==> src/rtl/hw_display_pkg.sv <==
// Shared types for the display shift-register bus: register widths, receiver state
// encoding and the helper that classifies a received bit count.
package hw_display_pkg;

  localparam int DEF_REG_SIZE     = 8;
  localparam int DEF_NUM_DATA_REG = 6;

  typedef logic [DEF_REG_SIZE-1:0] digit_t;
  typedef logic [DEF_REG_SIZE-1:0] ctrl_t;

  typedef enum logic [1:0] {IDLE, SHIFT, FULL, OVER} rx_state_t;

  // A frame is complete at exactly frame_bits; anything beyond is an overrun.
  function automatic rx_state_t state_of_count(input int unsigned cnt,
                                               input int unsigned frame_bits);
    if (cnt == 0)
      return IDLE;
    else if (cnt < frame_bits)
      return SHIFT;
    else if (cnt == frame_bits)
      return FULL;
    else
      return OVER;
  endfunction

endpackage

==> src/rtl/hw_serial_frame_receiver_if.sv <==
// Display bus as seen by the receiver: five serial lines in, rebuilt registers and
// frame status out.
interface hw_serial_frame_receiver_if
  import hw_display_pkg::*;
#(
  parameter int REG_SIZE     = DEF_REG_SIZE,
  parameter int NUM_DATA_REG = DEF_NUM_DATA_REG
);

  logic                                  bit_clk_in;
  logic                                  nrst_in;
  logic                                  control_ser_in;
  logic                                  digit_ser_in;
  logic                                  control_reg_clk_in;
  logic [NUM_DATA_REG-1:0][REG_SIZE-1:0] dig_data_out;
  logic [REG_SIZE-1:0]                   control_out;
  logic                                  frame_valid;
  logic                                  frame_err;
  logic [15:0]                           frames_rx;
  rx_state_t                             rx_state;

  modport master (
    output bit_clk_in, nrst_in, control_ser_in, digit_ser_in, control_reg_clk_in,
    input  dig_data_out, control_out, frame_valid, frame_err, frames_rx, rx_state
  );

  modport slave (
    input  bit_clk_in, nrst_in, control_ser_in, digit_ser_in, control_reg_clk_in,
    output dig_data_out, control_out, frame_valid, frame_err, frames_rx, rx_state
  );

endinterface

==> src/rtl/bus_input_sync.sv <==
// Multi-bit synchronizer (STAGES flops, min 2) followed by a one-flop edge detector.
module bus_input_sync #(
  parameter int WIDTH  = 5,
  parameter int STAGES = 2
) (
  input  logic             clk,
  input  logic             rst,
  input  logic [WIDTH-1:0] async_in,
  output logic [WIDTH-1:0] sync_out,
  output logic [WIDTH-1:0] rise,
  output logic [WIDTH-1:0] fall
);

  logic [STAGES-1:0][WIDTH-1:0] chain;
  logic [WIDTH-1:0]             prev;

  // All lines share one chain so data stays aligned with the clocks it travels with.
  always_ff @(posedge clk or posedge rst) begin
    if (rst) begin
      chain <= '0;
      prev  <= '0;
    end else begin
      chain <= {chain[STAGES-2:0], async_in};
      prev  <= chain[STAGES-1];
    end
  end

  assign sync_out = chain[STAGES-1];
  assign rise     = sync_out & ~prev;
  assign fall     = ~sync_out & prev;

endmodule

==> src/rtl/hw_serial_frame_receiver.sv <==
// Receive end of the display shift-register bus: rebuilds the latched digit and
// control registers from the oversampled serial lines and flags short/long frames.
module hw_serial_frame_receiver
  import hw_display_pkg::*;
#(
  parameter int REG_SIZE     = DEF_REG_SIZE,
  parameter int NUM_DATA_REG = DEF_NUM_DATA_REG,
  parameter int SYNC_STAGES  = 2
) (
  input logic                        clk,
  input logic                        rst,
  hw_serial_frame_receiver_if.slave  bus
);

  localparam int FRAME_BITS = NUM_DATA_REG * REG_SIZE;
  localparam int CNT_W      = $clog2(FRAME_BITS + 2);

  typedef logic [CNT_W-1:0] cnt_t;

  localparam cnt_t CNT_FULL = cnt_t'(FRAME_BITS);
  localparam cnt_t CNT_OVER = cnt_t'(FRAME_BITS + 1);

  logic [4:0] sync_lvl;
  logic [4:0] sync_rise;
  logic [4:0] sync_fall;

  bus_input_sync #(
    .WIDTH (5),
    .STAGES(SYNC_STAGES)
  ) u_sync (
    .clk     (clk),
    .rst     (rst),
    .async_in({bus.control_reg_clk_in, bus.digit_ser_in, bus.control_ser_in,
               bus.nrst_in, bus.bit_clk_in}),
    .sync_out(sync_lvl),
    .rise    (sync_rise),
    .fall    (sync_fall)
  );

  logic unused_edges;
  assign unused_edges = ^{sync_rise[4:1], sync_fall[3:0], sync_lvl[0], sync_lvl[4]};

  logic clear_lvl;
  logic shift_ev;
  logic latch_ev;

  assign clear_lvl = ~sync_lvl[1];
  assign shift_ev  = sync_rise[0] & ~clear_lvl;
  assign latch_ev  = sync_fall[4] & ~clear_lvl;

  logic [FRAME_BITS-1:0] digit_sr;
  logic [REG_SIZE-1:0]   ctrl_sr;
  logic [FRAME_BITS-1:0] dig_q;
  logic [REG_SIZE-1:0]   ctrl_q;
  logic                  valid_q;
  logic                  err_q;
  logic [15:0]           frames_q;
  cnt_t                  bit_cnt;
  cnt_t                  next_cnt;
  rx_state_t             state;
  rx_state_t             next_state;

  // Latch reads the pre-shift registers, so a coincident shift never leaks into a frame.
  always_ff @(posedge clk or posedge rst) begin
    if (rst) begin
      digit_sr <= '0;
      ctrl_sr  <= '0;
      dig_q    <= '0;
      ctrl_q   <= '0;
      valid_q  <= 1'b0;
      err_q    <= 1'b0;
      frames_q <= '0;
    end else begin
      valid_q <= 1'b0;
      err_q   <= 1'b0;
      if (clear_lvl) begin
        digit_sr <= '0;
        ctrl_sr  <= '0;
      end else begin
        if (latch_ev) begin
          dig_q    <= digit_sr;
          ctrl_q   <= ctrl_sr;
          valid_q  <= 1'b1;
          err_q    <= (bit_cnt != CNT_FULL);
          frames_q <= frames_q + 16'd1;
        end
        if (shift_ev) begin
          digit_sr <= {digit_sr[FRAME_BITS-2:0], sync_lvl[3]};
          ctrl_sr  <= {ctrl_sr[REG_SIZE-2:0], sync_lvl[2]};
        end
      end
    end
  end

  always_ff @(posedge clk or posedge rst) begin
    if (rst) begin
      bit_cnt <= '0;
      state   <= IDLE;
    end else begin
      bit_cnt <= next_cnt;
      state   <= next_state;
    end
  end

  // Count saturates one past a full frame so an overrun can never look like a good frame.
  always_comb begin
    next_cnt   = bit_cnt;
    next_state = state;
    if (clear_lvl)
      next_cnt = '0;
    else if (latch_ev)
      next_cnt = shift_ev ? cnt_t'(1) : '0;
    else if (shift_ev && bit_cnt != CNT_OVER)
      next_cnt = bit_cnt + cnt_t'(1);
    next_state = state_of_count(32'(next_cnt), FRAME_BITS);
  end

  assign bus.dig_data_out = dig_q;
  assign bus.control_out  = ctrl_q;
  assign bus.frame_valid  = valid_q;
  assign bus.frame_err    = err_q;
  assign bus.frames_rx    = frames_q;
  assign bus.rx_state     = state;

endmodule
==> src/flat_wrapper.sv <==
// flat-port wrapper written by rule: the top's interface ports become plain ports
module hw_serial_frame_receiver_flat import hw_display_pkg::*;
#(
  parameter int REG_SIZE     = DEF_REG_SIZE,
  parameter int NUM_DATA_REG = DEF_NUM_DATA_REG,
  parameter int SYNC_STAGES  = 2
)
  (clk, rst, bus_bit_clk_in, bus_nrst_in, bus_control_ser_in, bus_digit_ser_in, bus_control_reg_clk_in, bus_dig_data_out, bus_control_out, bus_frame_valid, bus_frame_err, bus_frames_rx, bus_rx_state);
  hw_serial_frame_receiver_if #(.REG_SIZE(REG_SIZE), .NUM_DATA_REG(NUM_DATA_REG)) bus_i ();
  input logic clk;
  input logic rst;
  input wire logic [$bits(bus_i.bit_clk_in)-1:0] bus_bit_clk_in;
  input wire logic [$bits(bus_i.nrst_in)-1:0] bus_nrst_in;
  input wire logic [$bits(bus_i.control_ser_in)-1:0] bus_control_ser_in;
  input wire logic [$bits(bus_i.digit_ser_in)-1:0] bus_digit_ser_in;
  input wire logic [$bits(bus_i.control_reg_clk_in)-1:0] bus_control_reg_clk_in;
  output wire logic [$bits(bus_i.dig_data_out)-1:0] bus_dig_data_out;
  output wire logic [$bits(bus_i.control_out)-1:0] bus_control_out;
  output wire logic [$bits(bus_i.frame_valid)-1:0] bus_frame_valid;
  output wire logic [$bits(bus_i.frame_err)-1:0] bus_frame_err;
  output wire logic [$bits(bus_i.frames_rx)-1:0] bus_frames_rx;
  output wire logic [$bits(bus_i.rx_state)-1:0] bus_rx_state;
  assign bus_i.bit_clk_in = bus_bit_clk_in;
  assign bus_i.nrst_in = bus_nrst_in;
  assign bus_i.control_ser_in = bus_control_ser_in;
  assign bus_i.digit_ser_in = bus_digit_ser_in;
  assign bus_i.control_reg_clk_in = bus_control_reg_clk_in;
  assign bus_dig_data_out = bus_i.dig_data_out;
  assign bus_control_out = bus_i.control_out;
  assign bus_frame_valid = bus_i.frame_valid;
  assign bus_frame_err = bus_i.frame_err;
  assign bus_frames_rx = bus_i.frames_rx;
  assign bus_rx_state = bus_i.rx_state;
  hw_serial_frame_receiver #(.REG_SIZE(REG_SIZE), .NUM_DATA_REG(NUM_DATA_REG), .SYNC_STAGES(SYNC_STAGES)) u_core (.clk(clk), .rst(rst), .bus(bus_i));
endmodule
==> config.mk <==
export PLATFORM = sky130hd
export DESIGN_NAME = hw_serial_frame_receiver_flat
export DESIGN_NICKNAME = d
export VERILOG_FILES = /design/src/rtl/hw_display_pkg.sv /design/src/rtl/hw_serial_frame_receiver_if.sv /design/src/rtl/bus_input_sync.sv /design/src/rtl/hw_serial_frame_receiver.sv /design/src/flat_wrapper.sv
export SDC_FILE = /design/constraint.sdc
export NUM_CORES = 1
export LEC_CHECK = 0
export ABC_AREA = 1
export CORE_AREA = 2 2 136 138
export CTS_CLUSTER_DIAMETER = 40
export CTS_CLUSTER_SIZE = 10
export DETAILED_ROUTE_END_ITERATION = 6
export DIE_AREA = 0 0 138 140
export PLACE_DENSITY_LB_ADDON = 0.3
export SKIP_LAST_GASP = 1
export SLEW_MARGIN = 20
export SYNTH_ARGS = -nofsm -noshare
export SYNTH_HDL_FRONTEND = slang
export SYNTH_SLANG_ARGS = --single-unit
==> constraint.sdc <==
create_clock -name clk -period 14 [get_ports clk]
set_input_delay 2.8 -clock clk [delete_from_list [all_inputs] [get_ports clk]]
set_output_delay 2.8 -clock clk [all_outputs]
set_load 0.03 [all_outputs]
==> flow_summary.ini, run 1 <==
[timing]
tns_ns = 0
fmax_mhz = 228.9
worst_pin_slew_ns = 0.9695
skew_ns = 0.01054
final_max_slew_viol_count = 0
rsz0062_at_grt = false
slew_headroom = 0.3537
finalCritPeriodShare = 0.3120
setup_viol = 0
whs_ns = 0.3459
fin_crit_ns = 4.369
finalHoldViolCount = 0

[route]
wl_per_cell_um = 12.85
drt-initial-drc-count = 269
totalWireLength_mm = 10.93
drtAntennaViolNets = 0
routed-via-count = 3806
drt-vias-per-instance = 4.472
firstDrtPassIters = 5
drc_errors = 0

[logic_synthesis]
synthArstFlopShare = 1.000
syn_area_um2 = 5653
synth_xor_area_frac = 0.02479
ys_ff_latch = 150
ys.flop_type = dfrtp_1
synth_mux_area_frac = 0
synthAdderAreaFrac = 0.008853
synth_top_family_by_area = simple AND/OR/NAND/NOR gates
synth_edf_count = 0
yosysUniqueCellTypes = 30
synthSimpleGateAreaFrac = 0.1155
yosysSeqAreaShare = 0.6640
synth_nets = 544
syn_inst = 533
syn_area_per_cell_um2 = 10.61
synth_warnings = 0
synth_compound_area_frac = 0.1120

[critical_path]
path_buf_inv = 1
end_kind = output port
crit_chain = clkdlybuf4s50_1
slowest_stage = clkdlybuf4s50_1
max_stage_delay_ns = 0.71
critPathLaunchType = register
crit_family = buffers and inverters
worst-path-stages = 1
critPathRequiredTime_ns = 11.20
rr_worst_depth = 4
crit_type = register to output port
timing.critical_path.arrival_ns = 1.57
cp_max_fo = 5

[final_layout]
final_common_cell = dfrtp_1
synthToLayoutAreaGrowth_pct = 28.40
final_layout_size_suffix_gt1_frac = 0.07074
final_net_count = 622
layout_common_cells = 150 x dfrtp_1, 100 x nand2_1, 82 x clkdlybuf4s50_1
antenna_cells = 0

[floorplan]
ioPinCount = 83
initial_core_util = 0.3179
core-area_um2 = 17780
die_h_um = 140
die-area_um2 = 19320
die_w_um = 138
std_cell_rows = 49

[grt]
antenna_found_initial = 0
grt_max_degree = 118
grt_pass1_wl_mm = 18.46
grt_overflow_total = 0
track_usage = 0.1189
first_global_vias = 3770

[status]
status = finished clean

[clock_tree]
postCtsResizedCells = 0
post_cts_buffers = 0
cts_tree = yes
cts_hold_buf = 0
cts-root-buf = clkbuf_16
numClockSinks = 150
clock_latency_ns = 0.42
cts_made_buffers = 17
h-tree-depth = 4
cts.clk_slew.worst_paths_ns = 0.06
clockBufferDepth = 2

[power]
clkPwrFrac = 0.470
power_leakage_nw = 3.269
p_int_mw = 0.7496
ir_drop_uv = 82.14
power_per_cell_area_nw_per_um2 = 133.6
p_sw_mw = 0.2198
netSwitchingFraction = 0.2267
seqPwrFrac = 0.466
power_frac_comb = 0.064

[placement]
dp_hpwl_mm = 6.749
routabilityCongestion = 0.7439
port_buffers = 82

[hold_path]
min_path_cells = 0
min_path_type = register to register

[flow_run]
max-cap-violations = 0
cells by family after synthesis:
logic type	count (synthesis)
fa+ha+maj	4
buf+inv	106
compound gates	113
xor+xnor	16
flops	150
simple gates	144
Yosys cell counts (2+ instances only):
cell | n | area [µm²]
xnor2_1 | 8 | 70.07
nand3_1 | 15 | 75.07
nand2_2 | 2 | 12.51
nand2_1 | 101 | 379.1
ha_1 | 4 | 50.05
buf_2 | 13 | 65.06
o22ai_1 | 54 | 337.8
dfrtp_1 | 150 | 3754
inv_1 | 80 | 300.3
buf_1 | 3 | 11.26
nor2_8 | 2 | 40.04
nor3_1 | 2 | 10.01
nor2_2 | 2 | 12.51
nor2_1 | 9 | 33.78
o21ai_0 | 48 | 240.2
nand4_1 | 4 | 25.02
clkbuf_1 | 7 | 26.28
xor2_1 | 8 | 70.07
o21ai_1 | 10 | 50.05
worst reg2reg max path: stages, from the launching register on:
cell	delay, ns
dfrtp_1	0.41
inv_1	0.09
nor2_1	0.57
inv_2	0.58
o22ai_1	0.32
final timing paths:
| path | startpoint | end | slack [ns] |
|---|---|---|---|
| max | u_core.bus.frames_rx[7] | bus_frames_rx[7] | 9.63 |
| min | u_core.u_sync.chain[4] | u_core.u_sync.sync_out[4] | 0.35 |
| max reg2reg | u_core.u_sync.sync_out[1] | u_core.digit_sr[44] | 11.94 |
| min reg2reg | u_core.u_sync.chain[4] | u_core.u_sync.sync_out[4] | 0.35 |
| max in group asynchronous | rst | u_core.bit_cnt[5] | 9.71 |
| min in group asynchronous | rst | u_core.bus.dig_data_out[24] | 2.86 |
per-stage QoR:
stage | cell area [µm²] | power [mW] | setup slack, ns | cells | util
floorplan | 5653 | 0.4990 | 7.164 | 533 | -
global placement | 6665 | 0.5210 | 9.214 | 821 | 0.3749
detailed placement | 6665 | 0.5232 | 9.142 | 821 | 0.3749
CTS | 7253 | 0.9824 | 9.592 | 851 | 0.4080
global route | 7258 | 1.012 | 9.382 | 851 | 0.4082
finish | 7258 | 0.9694 | 9.631 | 851 | 0.4082
flip-flops by register name, summed over array words and instances, names as in the netlist:
name and flops:
u_core.bit_cnt 6, u_core.bus.control_out 8, u_core.bus.dig_data_out 48, u_core.bus.frame_err 1, u_core.bus.frame_valid 1, u_core.bus.frames_rx 16
u_core.bus.rx_state 2, u_core.ctrl_sr 8, u_core.digit_sr 48, u_core.u_sync.chain 5, u_core.u_sync.prev 2, u_core.u_sync.sync_out 5
power by group through the flow:
| stage | combinational, mW | sequential (mW) | clock (mW) |
|---|---|---|---|
| global placement | 0.0619 | 0.459 | 0 |
| global route | 0.0681 | 0.453 | 0.491 |
| CTS | 0.0636 | 0.452 | 0.467 |
| detailed placement | 0.0634 | 0.460 | 0 |
| finish | 0.0619 | 0.452 | 0.455 |
| floorplan | 0.0275 | 0.471 | 0 |
routing by layer:
layer  track usage  wire (µm)
met5             0          0
met4       0.04458        144
met3       0.04615        457
met2        0.1826       5107
met1        0.1530       5225
final cells by class:
cell class | count | area (µm²)
Clock inverter | 9 | 127.6
Tap cell | 229 | 286.5
Timing Repair Buffer | 83 | 828.3
Multi-Input combinational cell | 277 | 1484
Clock buffer | 21 | 460.4
Inverter | 82 | 317.8
Fill cell | 1740 | 10520
Sequential cell | 150 | 3754
(Power assumes the default switching activity.)
==> run 2: changes to the inputs <==
==> constraint.sdc (replaced) <==
create_clock -name clk -period 4.4 [get_ports clk]
set_input_delay 0.88 -clock clk [delete_from_list [all_inputs] [get_ports clk]]
set_output_delay 0.88 -clock clk [all_outputs]
set_load 0.03 [all_outputs]
==> flow_summary.ini, run 2 (synthesized netlist as in run 1, its figures left out) <==
[clock_tree]
clock_latency_ns = 0.42
cts_hold_buf = 0
post_cts_buffers = 0
postCtsResizedCells = 0
cts_tree = yes
cts.clk_slew.worst_paths_ns = 0.06
cts-root-buf = clkbuf_16
clockBufferDepth = 2
cts_made_buffers = 17
numClockSinks = 150
h-tree-depth = 4

[final_layout]
multi_input_area_um2 = 1484
final_layout_size_suffix_gt1_frac = 0.07680
nFillCells = 1739
synthToLayoutAreaGrowth_pct = 28.69
regArea_um2 = 3754
layout_common_cells = 150 x dfrtp_1, 100 x nand2_1, 82 x clkdlybuf4s50_1
final_net_count = 623
antenna_cells = 0
final_common_cell = dfrtp_1

[timing]
slew_headroom = 0.3606
finalHoldViolCount = 0
skew_ns = 0.009532
rsz0062_at_grt = false
fin_crit_ns = 2.421
worst_pin_slew_ns = 0.9591
finalCritPeriodShare = 0.5502
tns_ns = 0
fmax_mhz = 413.1
setup_viol = 0
final_max_slew_viol_count = 0

[floorplan]
initial_core_util = 0.3179
die_h_um = 140
die_w_um = 138
ioPinCount = 83
std_cell_rows = 49
die-area_um2 = 19320
core-area_um2 = 17780

[critical_path]
cp-endpoint = bus_frames_rx[3]
r2r_end = u_core.digit_sr[38]
end_kind = output port
critPathRequiredTime_ns = 3.52
r2r_setup_slack_ns = 2.25
max_stage_delay_ns = 0.70
startpoint = u_core.bus.frames_rx[3]
crit_family = buffers and inverters
timing.critical_path.arrival_ns = 1.54
critPathLaunchType = register
slowest_stage = clkdlybuf4s50_1
path_buf_inv = 1
crit_chain = clkdlybuf4s50_1
r2r_start = u_core.u_sync.prev[0]
rr_worst_depth = 5
crit_type = register to output port
worst-path-stages = 1
cp_max_fo = 5

[route]
drc_errors = 0
drt-initial-drc-count = 259
routed-via-count = 3935
drt-vias-per-instance = 4.608
wl_per_cell_um = 12.90
totalWireLength_mm = 11.01
drtAntennaViolNets = 0
firstDrtPassIters = 5

[status]
status = finished clean

[flow_run]
max-cap-violations = 0

[grt]
grt_max_degree = 118
grt_overflow_total = 0
grt_pass1_wl_mm = 19.31
antenna_found_initial = 0
first_global_vias = 4077
track_usage = 0.1229

[power]
power_leakage_nw = 3.281
power_per_cell_area_nw_per_um2 = 416.2
p_total_mw = 3.028
p_sw_mw = 0.7342
seqPwrFrac = 0.475
power_frac_comb = 0.066
netSwitchingFraction = 0.2425
ir_drop_uv = 262.3
p_int_mw = 2.293
clkPwrFrac = 0.459

[hold_path]
min_path_type = register to register

[placement]
port_buffers = 82
dp_hpwl_mm = 6.959
routabilityCongestion = 0.8346
==> run 2: cell types whose count changed in the layout (fill, tap and decap cells not counted) <==
| cell | delta |
|---|---|
| inv_8 | +1 |
| buf_4 | -1 |
| inv_6 | +4 |
| buf_12 | +2 |
| clkbuf_1 | -1 |
| clkinvlp_4 | -1 |
| bufinv_16 | -2 |
| clkinv_4 | +1 |
==> run 2: area by class of cell <==
cell class | count | share of cell area
Clock inverter | 12 | 0.01600
Tap cell | 229 | 0.03939
Clock buffer | 20 | 0.06278
Timing Repair Buffer | 84 | 0.1183
Inverter | 82 | 0.04352
Sequential cell | 150 | 0.5160
Multi-Input combinational cell | 277 | 0.2040
==> run 2: power by group through the flow <==
stage | clock [mW] | sequential, mW | combinational (mW)
4_1_cts | 1.44 | 1.44 | 0.206
2_1_floorplan | 0 | 1.50 | 0.0877
3_5_place_dp | 0 | 1.46 | 0.205
3_3_place_gp | 0 | 1.46 | 0.201
6_report | 1.39 | 1.44 | 0.200
5_1_grt | 1.50 | 1.44 | 0.221
==> run 2: metal layers <==
metal	global-route usage	share of wire	wire [µm]
met1	0.1493	0.44	4852
met2	0.2030	0.49	5381
met3	0.03863	0.053	582
met4	0.05317	0.018	197
met5	0	0	0
==> run 2: stage by stage <==
step           instance area (µm²)  hold slack [ns]  worst slack [ns]  std cells  utilization
4_1_cts                       7269           0.3534             1.950        854       0.4089
2_1_floorplan                 5657           0.3312             1.631        533            -
3_5_place_dp                  6696           0.3363             2.180        822       0.3766
5_1_grt                       7274           0.3624             1.912        854       0.4091
3_3_place_gp                  6696           0.3343             2.219        822       0.3766
6_report                      7274           0.3508             1.979        854       0.4091
==> run 2: how the worst min path moves through the flow <==
stage,start,to,cells after the start
finish,u_core.u_sync.chain[1],u_core.u_sync.sync_out[1],0
global route,u_core.u_sync.chain[4],u_core.u_sync.sync_out[4],0
CTS,u_core.u_sync.chain[1],u_core.u_sync.sync_out[1],0
detailed placement,u_core.u_sync.chain[1],u_core.u_sync.sync_out[1],0
global placement,u_core.u_sync.chain[4],u_core.u_sync.sync_out[4],0
floorplan,u_core.u_sync.chain[0],u_core.u_sync.sync_out[0],0
==> run 2: worst reg2reg max path: cells and delay by family (launching register included) <==
kind	cells	cell delay, ns
DFF	1	0.36
and+or+nand+nor	2	0.73
AOI/OAI and AO/OA	1	0.35
buffers and inverters	2	0.62
==> run 3: changes to the inputs <==
==> constraint.sdc (replaced) <==
create_clock -name clk -period 2.3 [get_ports clk]
set_input_delay 0.46 -clock clk [delete_from_list [all_inputs] [get_ports clk]]
set_output_delay 0.46 -clock clk [all_outputs]
set_load 0.03 [all_outputs]
==> flow_summary.ini, run 3 (synthesized netlist as in run 1, its figures left out) <==
[status]
status = finished clean

[timing]
finalHoldViolCount = 0
fmax_mhz = 498.7
slew_headroom = 0.5120
rsz0062_at_grt = false
final_max_slew_viol_count = 0
skew_ns = 0.007802
tns_ns = 0
whs_ns = 0.3476
fin_ws_ns = 0.2947
worst_pin_slew_ns = 0.7320
fin_crit_ns = 2.005
finalCritPeriodShare = 0.8719
setup_viol = 0

[power]
p_int_mw = 4.265
ir_drop_uv = 448.3
power_per_cell_area_nw_per_um2 = 778.1
power_leakage_nw = 3.256
clkPwrFrac = 0.443
seqPwrFrac = 0.488
power_frac_comb = 0.069
p_sw_mw = 1.376
p_total_mw = 5.642
netSwitchingFraction = 0.2440

[floorplan]
core-area_um2 = 17780
initial_core_util = 0.3179
std_cell_rows = 49
die_w_um = 138
ioPinCount = 83
die_h_um = 140
die-area_um2 = 19320

[final_layout]
synthToLayoutAreaGrowth_pct = 28.26
fin_area_um2 = 7251
final_layout_size_suffix_gt1_frac = 0.07656
antenna_cells = 0
final_net_count = 625
layout_common_cells = 150 x dfrtp_1, 100 x nand2_1, 82 x clkdlybuf4s50_1
final_common_cell = dfrtp_1

[route]
totalWireLength_mm = 11.06
routed-via-count = 3819
drt-vias-per-instance = 4.461
top_layer_used = met4
drt-initial-drc-count = 339
firstDrtPassIters = 6
wl_per_cell_um = 12.92
drc_errors = 0
wl_met3_um = 447
dr_wl_met2_mm = 5.287
drtAntennaViolNets = 0
met1_length_mm = 5.129

[clock_tree]
postCtsResizedCells = 0
clock_latency_ns = 0.41
cts.clk_slew.worst_paths_ns = 0.06
clockBufferDepth = 2
numClockSinks = 150
h-tree-depth = 4
cts_made_buffers = 17
cts_hold_buf = 0
cts_tree = yes
cts-root-buf = clkbuf_16
post_cts_buffers = 0

[placement]
routabilityCongestion = 0.8773
dp_hpwl_mm = 6.881
dp_slack_ns = 0.5256
dpl-instance-area_um2 = 6711
port_buffers = 82

[critical_path]
cp_max_fo = 5
critPathRequiredTime_ns = 1.84
crit_type = register to output port
end_kind = output port
critPathLaunchType = register
path_buf_inv = 1
crit_chain = clkdlybuf4s50_1
slowest_stage = clkdlybuf4s50_1
timing.critical_path.arrival_ns = 1.55
crit_family = buffers and inverters
max_stage_delay_ns = 0.70

[flow_run]
max-cap-violations = 0

[grt]
antenna_found_initial = 0
grt_overflow_total = 0
track_usage = 0.1222
grt_pass1_wl_mm = 19.16
first_global_vias = 3913
grt_max_degree = 118

[hold_path]
min_path_type = register to register
==> run 3: per-stage QoR <==
stage | instances | utilization
after global placement | 824 | 0.3775
after CTS | 856 | 0.4078
after detailed placement | 824 | 0.3775
final | 856 | 0.4078
after floorplan | 533 | -
after global routing | 856 | 0.4078
==> run 3: per-layer routing <==
metal | vias to the layer above | track usage
met4 | 0 | 0.04995
met1 | 1832 | 0.1514
met5 | - | 0
li1 | 1888 | -
met2 | 79 | 0.1975
met3 | 20 | 0.04068
==> run 3: final timing paths <==
| path | from | end | slack [ns] | cells past startpoint |
|---|---|---|---|---|
| setup / recovery | u_core.bus.frames_rx[7] | bus_frames_rx[7] | 0.29 | 1 |
| hold / removal | u_core.u_sync.chain[3] | u_core.u_sync.sync_out[3] | 0.35 | 0 |
| setup reg to reg | u_core.u_sync.prev[0] | u_core.bus.rx_state[0] | 0.47 | 10 |
| hold reg to reg | u_core.u_sync.chain[3] | u_core.u_sync.sync_out[3] | 0.35 | 0 |
| max in group asynchronous | rst | u_core.bus.rx_state[1] | 1.39 | 3 |
| min in group asynchronous | rst | u_core.ctrl_sr[4] | 0.51 | 3 |
==> run 3: power groups by stage <==
stage / Combinational, mW / Sequential (mW) / Clock, mW
detailed placement: 0.399 / 2.80 / 0
global placement: 0.393 / 2.80 / 0
floorplan: 0.168 / 2.87 / 0
global route: 0.424 / 2.76 / 2.73
finish: 0.388 / 2.75 / 2.50
CTS: 0.400 / 2.75 / 2.59
==> run 3: cell type report <==
class | instances | area (µm²)
tap | 229 | 286.5
timing repair buffer | 86 | 875.8
inverter | 82 | 316.6
multi-input combinational | 277 | 1479
clock buffer | 22 | 464.2
clock inverter | 10 | 75.07
fill | 1716 | 10530
sequential | 150 | 3754
